**src/rtl/led_reaction_timer_if.sv**
```systemverilog
// ---------------------------------------------------------------------------
// led_reaction_timer_if
// Bundles the trial-control inputs and result outputs of the LED reaction
// timer.
//   master : drives start, random_value, button; observes results
//   slave  : the timer itself
// Signals:
//   start        begin a trial (accepted only while idle)
//   random_value delay in ms from the rng block
//   button       debounced player button, active high
//   led_on       LED drive
//   busy         trial in progress (waiting or lit)
//   result_valid one-cycle pulse when a new result is presented
//   reaction_ms  last result in ms
//   false_start  last trial ended by an early press
//   timeout      last trial ended with no press
// ---------------------------------------------------------------------------
interface led_reaction_timer_if #(
    parameter int DELAY_WIDTH = 11,
    parameter int TIME_WIDTH  = 14
);
    logic                   start;
    logic [DELAY_WIDTH-1:0] random_value;
    logic                   button;
    logic                   led_on;
    logic                   busy;
    logic                   result_valid;
    logic [TIME_WIDTH-1:0]  reaction_ms;
    logic                   false_start;
    logic                   timeout;

    modport master (
        output start, random_value, button,
        input  led_on, busy, result_valid, reaction_ms, false_start, timeout
    );

    modport slave (
        input  start, random_value, button,
        output led_on, busy, result_valid, reaction_ms, false_start, timeout
    );
endinterface

```
**src/rtl/led_reaction_timer.sv**
```systemverilog
// ---------------------------------------------------------------------------
// led_reaction_timer
// Waits a random delay (ms) after start, lights the LED, then measures the
// time in whole milliseconds until the button is pressed. Ends a trial with a
// valid reaction time, a false start (press before the LED) or a timeout.
// Ports:
//   clk   system clock, rising edge
//   rst_n asynchronous active-low reset, aborts any trial
//   bus   slave side of led_reaction_timer_if (control in, results out)
// All outputs are registered; led_on/busy/result_valid are decoded from the
// registered state one cycle later, so results and result_valid line up.
// ---------------------------------------------------------------------------
module led_reaction_timer #(
    parameter int CLKS_PER_MS = 50000,
    parameter int DELAY_WIDTH = 11,
    parameter int TIME_WIDTH  = 14,
    parameter int TIMEOUT_MS  = 9999
) (
    input logic              clk,
    input logic              rst_n,
    led_reaction_timer_if.slave bus
);
    localparam int PRESC_WIDTH = (CLKS_PER_MS > 1) ? $clog2(CLKS_PER_MS) : 1;
    localparam logic [PRESC_WIDTH-1:0] PRESC_MAX    = PRESC_WIDTH'(CLKS_PER_MS - 1);
    localparam logic [PRESC_WIDTH-1:0] PRESC_ZERO   = {PRESC_WIDTH{1'b0}};
    localparam logic [PRESC_WIDTH-1:0] PRESC_ONE    = PRESC_WIDTH'(1);
    localparam logic [TIME_WIDTH-1:0]  TIMEOUT_VAL  = TIME_WIDTH'(TIMEOUT_MS);
    localparam logic [TIME_WIDTH-1:0]  TIMEOUT_LAST = TIME_WIDTH'(TIMEOUT_MS - 1);
    localparam logic [TIME_WIDTH-1:0]  TIME_ZERO    = {TIME_WIDTH{1'b0}};
    localparam logic [TIME_WIDTH-1:0]  TIME_ONE     = TIME_WIDTH'(1);
    localparam logic [DELAY_WIDTH-1:0] DELAY_ZERO   = {DELAY_WIDTH{1'b0}};
    localparam logic [DELAY_WIDTH-1:0] DELAY_ONE    = DELAY_WIDTH'(1);

    typedef enum logic [1:0] {
        ST_IDLE = 2'd0,
        ST_WAIT = 2'd1,
        ST_LIT  = 2'd2,
        ST_DONE = 2'd3
    } state_t;

    state_t                 state_q, state_d;
    logic [PRESC_WIDTH-1:0] presc_q, presc_d;
    logic [DELAY_WIDTH-1:0] delay_q, delay_d;
    logic [TIME_WIDTH-1:0]  elapsed_q, elapsed_d;
    // Result captured on the edge that ends the trial, published in DONE.
    logic [TIME_WIDTH-1:0]  pend_ms_q, pend_ms_d;
    logic                   pend_fs_q, pend_fs_d;
    logic                   pend_to_q, pend_to_d;
    logic [TIME_WIDTH-1:0]  reaction_ms_q, reaction_ms_d;
    logic                   false_start_q, false_start_d;
    logic                   timeout_q, timeout_d;
    logic                   led_on_q, busy_q, result_valid_q;
    logic                   wrap_s;

    assign wrap_s = (presc_q == PRESC_MAX);

    // Next-state logic for the trial FSM, counters and result registers.
    always_comb begin
        state_d       = state_q;
        presc_d       = presc_q;
        delay_d       = delay_q;
        elapsed_d     = elapsed_q;
        pend_ms_d     = pend_ms_q;
        pend_fs_d     = pend_fs_q;
        pend_to_d     = pend_to_q;
        reaction_ms_d = reaction_ms_q;
        false_start_d = false_start_q;
        timeout_d     = timeout_q;

        case (state_q)
            ST_IDLE: begin
                if (bus.start) begin
                    // A zero delay would never expire; treat it as 1 ms.
                    delay_d       = (bus.random_value == DELAY_ZERO) ? DELAY_ONE : bus.random_value;
                    presc_d       = PRESC_ZERO;
                    elapsed_d     = TIME_ZERO;
                    false_start_d = 1'b0;
                    timeout_d     = 1'b0;
                    state_d       = ST_WAIT;
                end else begin
                    state_d = ST_IDLE;
                end
            end
            ST_WAIT: begin
                if (bus.button) begin
                    // Early press wins even on the edge the delay expires.
                    pend_ms_d = TIME_ZERO;
                    pend_fs_d = 1'b1;
                    pend_to_d = 1'b0;
                    state_d   = ST_DONE;
                end else if (wrap_s) begin
                    presc_d = PRESC_ZERO;
                    if (delay_q == DELAY_ONE) begin
                        state_d = ST_LIT;
                    end else begin
                        delay_d = delay_q - DELAY_ONE;
                    end
                end else begin
                    presc_d = presc_q + PRESC_ONE;
                end
            end
            ST_LIT: begin
                if (bus.button) begin
                    // Reports completed milliseconds, before any same-edge increment.
                    pend_ms_d = elapsed_q;
                    pend_fs_d = 1'b0;
                    pend_to_d = 1'b0;
                    state_d   = ST_DONE;
                end else if (wrap_s) begin
                    presc_d = PRESC_ZERO;
                    if (elapsed_q == TIMEOUT_LAST) begin
                        elapsed_d = TIMEOUT_VAL;
                        pend_ms_d = TIMEOUT_VAL;
                        pend_fs_d = 1'b0;
                        pend_to_d = 1'b1;
                        state_d   = ST_DONE;
                    end else if (elapsed_q != TIMEOUT_VAL) begin
                        elapsed_d = elapsed_q + TIME_ONE;
                    end else begin
                        elapsed_d = elapsed_q;
                    end
                end else begin
                    presc_d = presc_q + PRESC_ONE;
                end
            end
            ST_DONE: begin
                reaction_ms_d = pend_ms_q;
                false_start_d = pend_fs_q;
                timeout_d     = pend_to_q;
                state_d       = ST_IDLE;
            end
            default: begin
                state_d = ST_IDLE;
            end
        endcase
    end

    // State, counter and output registers; reset aborts any trial at once.
    always_ff @(posedge clk or negedge rst_n) begin
        if (!rst_n) begin
            state_q        <= ST_IDLE;
            presc_q        <= PRESC_ZERO;
            delay_q        <= DELAY_ZERO;
            elapsed_q      <= TIME_ZERO;
            pend_ms_q      <= TIME_ZERO;
            pend_fs_q      <= 1'b0;
            pend_to_q      <= 1'b0;
            reaction_ms_q  <= TIME_ZERO;
            false_start_q  <= 1'b0;
            timeout_q      <= 1'b0;
            led_on_q       <= 1'b0;
            busy_q         <= 1'b0;
            result_valid_q <= 1'b0;
        end else begin
            state_q        <= state_d;
            presc_q        <= presc_d;
            delay_q        <= delay_d;
            elapsed_q      <= elapsed_d;
            pend_ms_q      <= pend_ms_d;
            pend_fs_q      <= pend_fs_d;
            pend_to_q      <= pend_to_d;
            reaction_ms_q  <= reaction_ms_d;
            false_start_q  <= false_start_d;
            timeout_q      <= timeout_d;
            led_on_q       <= (state_q == ST_LIT);
            busy_q         <= (state_q == ST_WAIT) || (state_q == ST_LIT);
            result_valid_q <= (state_q == ST_DONE);
        end
    end

    assign bus.led_on       = led_on_q;
    assign bus.busy         = busy_q;
    assign bus.result_valid = result_valid_q;
    assign bus.reaction_ms  = reaction_ms_q;
    assign bus.false_start  = false_start_q;
    assign bus.timeout      = timeout_q;
endmodule

```
**src/flat_wrapper.sv**
```systemverilog
// flat-port wrapper written by rule: the top's interface ports become plain ports
module led_reaction_timer_flat 
#(
    parameter int CLKS_PER_MS = 50000,
    parameter int DELAY_WIDTH = 11,
    parameter int TIME_WIDTH  = 14,
    parameter int TIMEOUT_MS  = 9999
)
  (clk, rst_n, bus_start, bus_random_value, bus_button, bus_led_on, bus_busy, bus_result_valid, bus_reaction_ms, bus_false_start, bus_timeout);
  led_reaction_timer_if #(.DELAY_WIDTH(DELAY_WIDTH), .TIME_WIDTH(TIME_WIDTH)) bus_i ();
  input logic clk;
  input logic rst_n;
  input wire logic [$bits(bus_i.start)-1:0] bus_start;
  input wire logic [$bits(bus_i.random_value)-1:0] bus_random_value;
  input wire logic [$bits(bus_i.button)-1:0] bus_button;
  output wire logic [$bits(bus_i.led_on)-1:0] bus_led_on;
  output wire logic [$bits(bus_i.busy)-1:0] bus_busy;
  output wire logic [$bits(bus_i.result_valid)-1:0] bus_result_valid;
  output wire logic [$bits(bus_i.reaction_ms)-1:0] bus_reaction_ms;
  output wire logic [$bits(bus_i.false_start)-1:0] bus_false_start;
  output wire logic [$bits(bus_i.timeout)-1:0] bus_timeout;
  assign bus_i.start = bus_start;
  assign bus_i.random_value = bus_random_value;
  assign bus_i.button = bus_button;
  assign bus_led_on = bus_i.led_on;
  assign bus_busy = bus_i.busy;
  assign bus_result_valid = bus_i.result_valid;
  assign bus_reaction_ms = bus_i.reaction_ms;
  assign bus_false_start = bus_i.false_start;
  assign bus_timeout = bus_i.timeout;
  led_reaction_timer #(.CLKS_PER_MS(CLKS_PER_MS), .DELAY_WIDTH(DELAY_WIDTH), .TIME_WIDTH(TIME_WIDTH), .TIMEOUT_MS(TIMEOUT_MS)) u_core (.clk(clk), .rst_n(rst_n), .bus(bus_i));
endmodule
```
**config.mk**
```make
export PLATFORM = sky130hd
export DESIGN_NAME = led_reaction_timer_flat
export DESIGN_NICKNAME = d
export VERILOG_FILES = /design/src/rtl/led_reaction_timer_if.sv /design/src/rtl/led_reaction_timer.sv /design/src/flat_wrapper.sv
export SDC_FILE = /design/constraint.sdc
export NUM_CORES = 1
export LEC_CHECK = 0
export CORE_ASPECT_RATIO = 1.4
export CORE_MARGIN = 1
export CORE_UTILIZATION = 30
export CTS_CLUSTER_DIAMETER = 40
export DETAILED_ROUTE_END_ITERATION = 8
export SKIP_LAST_GASP = 1
export SYNTH_ARGS = -nofsm -noshare
export SYNTH_HDL_FRONTEND = slang
export SYNTH_SLANG_ARGS = --single-unit
```
**constraint.sdc**
```tcl
create_clock -name clk -period 2.25 [get_ports clk]
set_input_delay 0.5625 -clock clk [delete_from_list [all_inputs] [get_ports clk]]
set_output_delay 0.5625 -clock clk [all_outputs]
set_load 0.05 [all_outputs]
```
## After elaboration in Yosys (flattened, before gate mapping)

Cells that the tools add are included.
W data, S select, Z words.

- Bits in registers: 78
- Output and inout port bits: 19
- Word-level logic and storage cells: 93

- Equal/unequal tests: 20
- Add/sub/neg operators: 3
- Reduce and logical (&&, ||, !) cells: 15
- Muxes and demuxes: 42

Operator list:

| cell | count |
|---|---|
| $mux W14 | 9 |
| $pmux W14 S2 | 2 |
| $mux W11 | 5 |
| $mux W16 | 3 |
| $pmux W16 S2 | 1 |
| $pmux W11 S2 | 1 |
| $add A16 B1 Y16 const B | 1 |
| $eq A16 B16 Y1 const B | 1 |
| $add A14 B1 Y14 const B | 1 |
| $eq A14 B14 Y1 const B | 1 |
| $ne A14 B14 Y1 const B | 1 |
| $mux W2 | 6 |
| $ne A2 B2 Y1 const B | 6 |
| $ne A3 B2 Y1 const B | 4 |
| $eq A11 B1 Y1 const B | 1 |
| $logic_not A11 Y1 | 1 |
| $sub A11 B1 Y11 const B | 1 |
| $mux W1 | 10 |
| $reduce_and A5 Y1 | 2 |
| $reduce_bool A2 Y1 | 5 |
| $pmux W1 S2 | 4 |
| $pmux W2 S4 | 1 |
| $reduce_and A4 Y1 | 2 |
| $eq A2 B2 Y1 const B | 2 |
| other kinds (8) | 9 |

## Depth between registers and ports, before layout

- Depth in word-level cells: 6
- Depth in mapped cells: 9
- Depth with buffers taken out: 7

## Least setup slack after synthesis

Ideal clock, no wire load.

- Path type: reg2reg
- Start point: register u_core.presc_q[13]
- End point: register u_core.elapsed_q[8]
- Stages on the path, launching flop included: 6
- Arrival: 2.253 ns
- Slack: -0.124 ns
- Buffers on the path: 0
- Cells stage by stage: dfrtp_1 -> or4_4 -> or4_4 -> nor3_1 -> mux2_2 -> a22o_1

- Word-level cells in the longest chain between the ends: 3

Ends and longest elaborated chain:

| item | line | RTL |
|---|---|---|
| from (decl) | led_reaction_timer.sv:42 | `logic [PRESC_WIDTH-1:0] presc_q, presc_d;` |
| from (signal assigned) | led_reaction_timer.sv:156 | `presc_q <= presc_d;` |
| $eq A16 B16 Y1 | led_reaction_timer.sv:55 | `assign wrap_s = (presc_q == PRESC_MAX);` |
| $ne A2 B1 Y1 (no line) | n/a |  |
| $reduce_and A5 Y1 (no line) | n/a |  |
| to (signal assigned) | led_reaction_timer.sv:158 | `elapsed_q <= elapsed_d;` |
| to (decl) | led_reaction_timer.sv:44 | `logic [TIME_WIDTH-1:0] elapsed_q, elapsed_d;` |

Every way passes these cells.
A chain may end at the register's enable or synchronous reset.

## Worst setup path in the final report

- Start point: register u_core.presc_q[10]
- End point: register u_core.elapsed_q[8]

The elaborated chain is that of the path after synthesis.

==> results.py <==
metrics = {
    "global_routing": {
        "first_pass_grt_wire_length_um": 18700,
        "gr-usage-all-layers_pct": 16.3,
        "grt_start_max_net_pins": 50,
        "grt-ovfl-total": 0,
        "grt_pass1_vias": 3878,
        "grt_antenna_before_repair": 0,
    },
    "sta": {
        "fin_crit_sh_pct": 99.3,
        "worstMarginPinSlew_ps": 536,
        "final-max-slew-violation-count": 0,
        "fin_worst_skew_ps": 9.35,
        "layout_min_cycle_time_ps": 2230,
        "setup_viol": 0,
        "final_critical_path_setup_slack_ps": 16.7,
        "finalSetupTns_ps": 0,
        "grt_setup_unrepaired": "yes",
        "maxClockFrequency_ghz": 0.448,
        "hold_viol": 0,
        "max_slew_margin_pct": 63.9,
    },
    "logic_synthesis": {
        "synth_mux_area_share_pct": 6.59,
        "synthesized_area_fraction_occupied_by_adder_cells_pct": 2.62,
        "parity_gate_share_of_the_synthesized_area_counting_xor_and_xnor_cells_pct": 1.63,
        "synth_top_flop_cell": "sky130_fd_sc_hd__dfrtp_1",
        "synth-seq-area-share_pct": 45.5,
        "syn_inst": 454,
        "synth.net_count": 478,
        "synth-edff-count": 0,
        "synth_top_family_by_area": "simple AND/OR/NAND/NOR gates",
        "postSynth.asyncResetShare_pct": 100,
        "syn_area_um2": 4290,
        "synth-simple-area-share_pct": 23.1,
        "synthDistinctLibCells": 62,
        "syn_area_per_cell_um2": 9.46,
        "synth.ff_latch_count": 78,
        "ys.warnings.count": 0,
        "synth_compound_area_share_pct": 17.3,
    },
    "cts": {
        "clk_root_buffer_cell": "sky130_fd_sc_hd__clkbuf_16",
        "clock_tree.buffer_depth": 2,
        "clkSlewWorstSetupHoldPaths_ps": 60,
        "tritoncts.num_buffers": 9,
        "h_tree_depth": 3,
        "cts_sinks": 78,
        "cts_tree": "built",
        "postCtsHoldBufs": 0,
        "clk-insertion-delay-late_ps": 350,
    },
    "outcome": {
        "outcome": "finished clean",
    },
    "floorplanning": {
        "io-pin-count": 34,
        "fp.dieW_um": 103,
        "die_y_um": 144,
        "initial_core_util_pct": 30.9,
        "floorplan.die_area_um2": 14800,
        "floorplan.core_area_um2": 13900,
        "core.rowCount": 51,
    },
    "drt": {
        "route.final.wire_length_um": 11200,
        "initialDrtViolationCount": 182,
        "detailedRoute.firstPassIterationCount": 4,
        "remaining_drc_errors": 0,
        "detail_route.wl_per_cell_um": 15.1,
        "via_count": 3870,
        "detail-route-antenna-nets": 0,
        "vias_per_cell": 5.23,
    },
    "placed_design": {
        "dp_hpwl_um": 8330,
        "pre_cts_ws_ps": -93.4,
        "io_buffers": 33,
        "routabilityCongestion": 0.898,
    },
    "pwr": {
        "switchingPower_uw": 2420,
        "seq_power_share_pct": 29.3,
        "internal_power_consumption_uw": 3700,
        "vdd.ir_drop.worst_mv": 0.510,
        "power_per_cell_area_nw_per_um2": 1080,
        "p_clk_share_pct": 25.0,
        "leakagePower_uw": 0.00242,
        "relative_contribution_of_combinational_cells_to_total_power_pct": 45.7,
        "swShare_pct": 39.6,
    },
    "run": {
        "cap_violations": 0,
    },
    "worst_setup_path": {
        "worstPathMaxFanout": 5,
        "worstPathArrival_ps": 2470,
        "critPathLaunchType": "flip-flop",
        "kind_of_critical_path": "flip-flop to flip-flop",
        "r2r.worst_path.cells": 5,
        "critPathRequiredTime_ps": 2490,
        "endpoint_kind": "flip-flop",
    },
    "min_path": {
        "min-delay-path-class": "input port to asynchronous set/reset pin",
    },
    "layout": {
        "antenna_cells": 0,
        "area_delta_synth_final_pct": 32.5,
        "layout-drive-gt1-share_pct": 23.6,
        "final_net_count": 574,
    },
}
-- worst max-delay path, stage by stage (launching register included) --
cell and delay [ps]:
sky130_fd_sc_hd__dfrtp_1 380, sky130_fd_sc_hd__or4_4 590, sky130_fd_sc_hd__or4_4 500, sky130_fd_sc_hd__nor3_4 150, sky130_fd_sc_hd__mux2_2 350, sky130_fd_sc_hd__a22o_1 170
-- stage by stage --
step / hold slack (ps) / cell area (um^2) / power (uW) / std cells / utilization [%]
after CTS: 164 / 5670 / 6140 / 740 / 40.8
final: 144 / 5690 / 6130 / 740 / 40.9
after detailed placement: 495 / 5330 / 4590 / 723 / 38.3
after global placement: 489 / 5330 / 4520 / 723 / 38.3
after global routing: 174 / 5690 / 6500 / 740 / 40.9
after floorplan: 267 / 4310 / 3460 / 454 / -
-- sequential cells by signal, indices dropped and copies added, names as in the netlist, 2 cells and up --
signal	flops
u_core.presc_q	16
u_core.bus.reaction_ms	14
u_core.elapsed_q	14
u_core.pend_ms_q	14
u_core.delay_q	11
u_core.state_q	2
-- what timing repair did --
item / in CTS / in global routing
gates resized for setup: 4 / 3
endpoints found under the setup margin: 8 / 25
pin swaps: 4 / 1
buffers inserted: 1 / 0
-- cell type report --
cell class | count | area [um^2]
fillers | 1410 | 8220
multi-input cells | 342 | 2250
flip-flops and latches | 78 | 1950
repair buffers | 105 | 881
clock buffers | 11 | 253
well taps | 185 | 231
clock inverters | 5 | 63.8
inverters | 14 | 52.6
-- cell usage in the layout (no fill, tap or decap), types with 7 or more instances in the layout --
cell,n
sky130_fd_sc_hd__o22ai_1,9
sky130_fd_sc_hd__clkdlybuf4s50_1,32
sky130_fd_sc_hd__mux2_2,18
sky130_fd_sc_hd__nor2_1,32
sky130_fd_sc_hd__mux2i_1,8
sky130_fd_sc_hd__buf_4,72
sky130_fd_sc_hd__nand4_1,10
sky130_fd_sc_hd__a31oi_1,8
sky130_fd_sc_hd__dfrtp_1,78
sky130_fd_sc_hd__o21ai_0,38
sky130_fd_sc_hd__a21oi_1,26
sky130_fd_sc_hd__nor3_1,12
sky130_fd_sc_hd__nand2_1,43
sky130_fd_sc_hd__clkbuf_16,9
sky130_fd_sc_hd__a22oi_1,8
sky130_fd_sc_hd__and3_1,7
sky130_fd_sc_hd__nand3_1,17
sky130_fd_sc_hd__nor4_1,10
sky130_fd_sc_hd__ha_1,9
sky130_fd_sc_hd__inv_1,14
-- cell usage after synthesis (2+ instances only) --
cell type / instances / area [um^2]
sky130_fd_sc_hd__xor2_1: 3 / 26.3
sky130_fd_sc_hd__and4_1: 4 / 35.0
sky130_fd_sc_hd__buf_4: 2 / 15.0
sky130_fd_sc_hd__mux2_2: 18 / 203
sky130_fd_sc_hd__and3_1: 8 / 50.1
sky130_fd_sc_hd__nor4_1: 11 / 68.8
sky130_fd_sc_hd__o21bai_1: 2 / 15.0
sky130_fd_sc_hd__or4_4: 2 / 22.5
sky130_fd_sc_hd__o211ai_1: 2 / 15.0
sky130_fd_sc_hd__a31oi_1: 8 / 50.1
sky130_fd_sc_hd__nand3_1: 18 / 90.1
sky130_fd_sc_hd__mux2i_1: 8 / 80.1
sky130_fd_sc_hd__o22ai_1: 9 / 56.3
sky130_fd_sc_hd__buf_2: 2 / 10.0
sky130_fd_sc_hd__a22oi_1: 8 / 60.1
sky130_fd_sc_hd__a32oi_1: 2 / 17.5
sky130_fd_sc_hd__or4b_2: 2 / 20.0
sky130_fd_sc_hd__nor4b_1: 3 / 26.3
sky130_fd_sc_hd__or2_2: 3 / 18.8
sky130_fd_sc_hd__clkbuf_1: 16 / 60.1
sky130_fd_sc_hd__nor2b_1: 6 / 37.5
sky130_fd_sc_hd__or3b_2: 2 / 17.5
sky130_fd_sc_hd__nand4b_1: 2 / 17.5
sky130_fd_sc_hd__or4_1: 2 / 15.0
sky130_fd_sc_hd__nand4_1: 10 / 62.6
sky130_fd_sc_hd__xnor2_1: 5 / 43.8
sky130_fd_sc_hd__or3_1: 6 / 37.5
sky130_fd_sc_hd__inv_1: 14 / 52.6
sky130_fd_sc_hd__a21oi_1: 26 / 130
sky130_fd_sc_hd__o31ai_1: 2 / 15.0
sky130_fd_sc_hd__nand2_1: 43 / 161
sky130_fd_sc_hd__nor2_1: 33 / 124
sky130_fd_sc_hd__o2bb2a_1: 2 / 20.0
sky130_fd_sc_hd__ha_1: 9 / 113
sky130_fd_sc_hd__nand2b_1: 4 / 25.0
sky130_fd_sc_hd__nor4_2: 3 / 37.5
sky130_fd_sc_hd__nor3_1: 13 / 65.1
sky130_fd_sc_hd__o21ai_0: 38 / 190
sky130_fd_sc_hd__dfrtp_1: 78 / 1950
sky130_fd_sc_hd__a22o_1: 3 / 26.3
-- power groups by stage --
stage          clock network (uW)  registers, uW  logic, uW
6_report                     1530           1790       2800
5_1_grt                      1630           1820       3050
4_1_cts                      1560           1790       2790
3_5_place_dp                    0           1810       2780
3_3_place_gp                    0           1800       2730
2_1_floorplan                   0           1970       1490
-- metal layers --
metal	track usage (%)	vias to the layer above	part of all wire, %
li1	-	1882	-
met1	18.1	1878	41
met2	30.2	91	53
met3	2.87	19	3.5
met4	6.45	0	2.7
met5	0	-	0
-- logic make-up (layout without fill, tap and decap cells) --
kind of cell,Yosys count,count (layout)
compound gates,118,118
flops,78,78
xor+xnor,8,8
buf+inv,34,135
fa+ha+maj,9,9
mux,26,26
simple gates,181,181
-- worst paths after layout --
check	from	end	slack, ps
hold / removal	rst_n	u_core.pend_ms_q[10]	140
setup reg to reg	u_core.presc_q[10]	u_core.elapsed_q[8]	20
min in group clk	u_core.bus.reaction_ms[6]	u_core.bus.reaction_ms[6]	500
max in group asynchronous	rst_n	u_core.presc_q[1]	1500
hold reg to reg	u_core.bus.reaction_ms[6]	u_core.bus.reaction_ms[6]	500
setup / recovery	u_core.presc_q[10]	u_core.elapsed_q[8]	20
No activity file was read; power rests on OpenSTA's default activity.
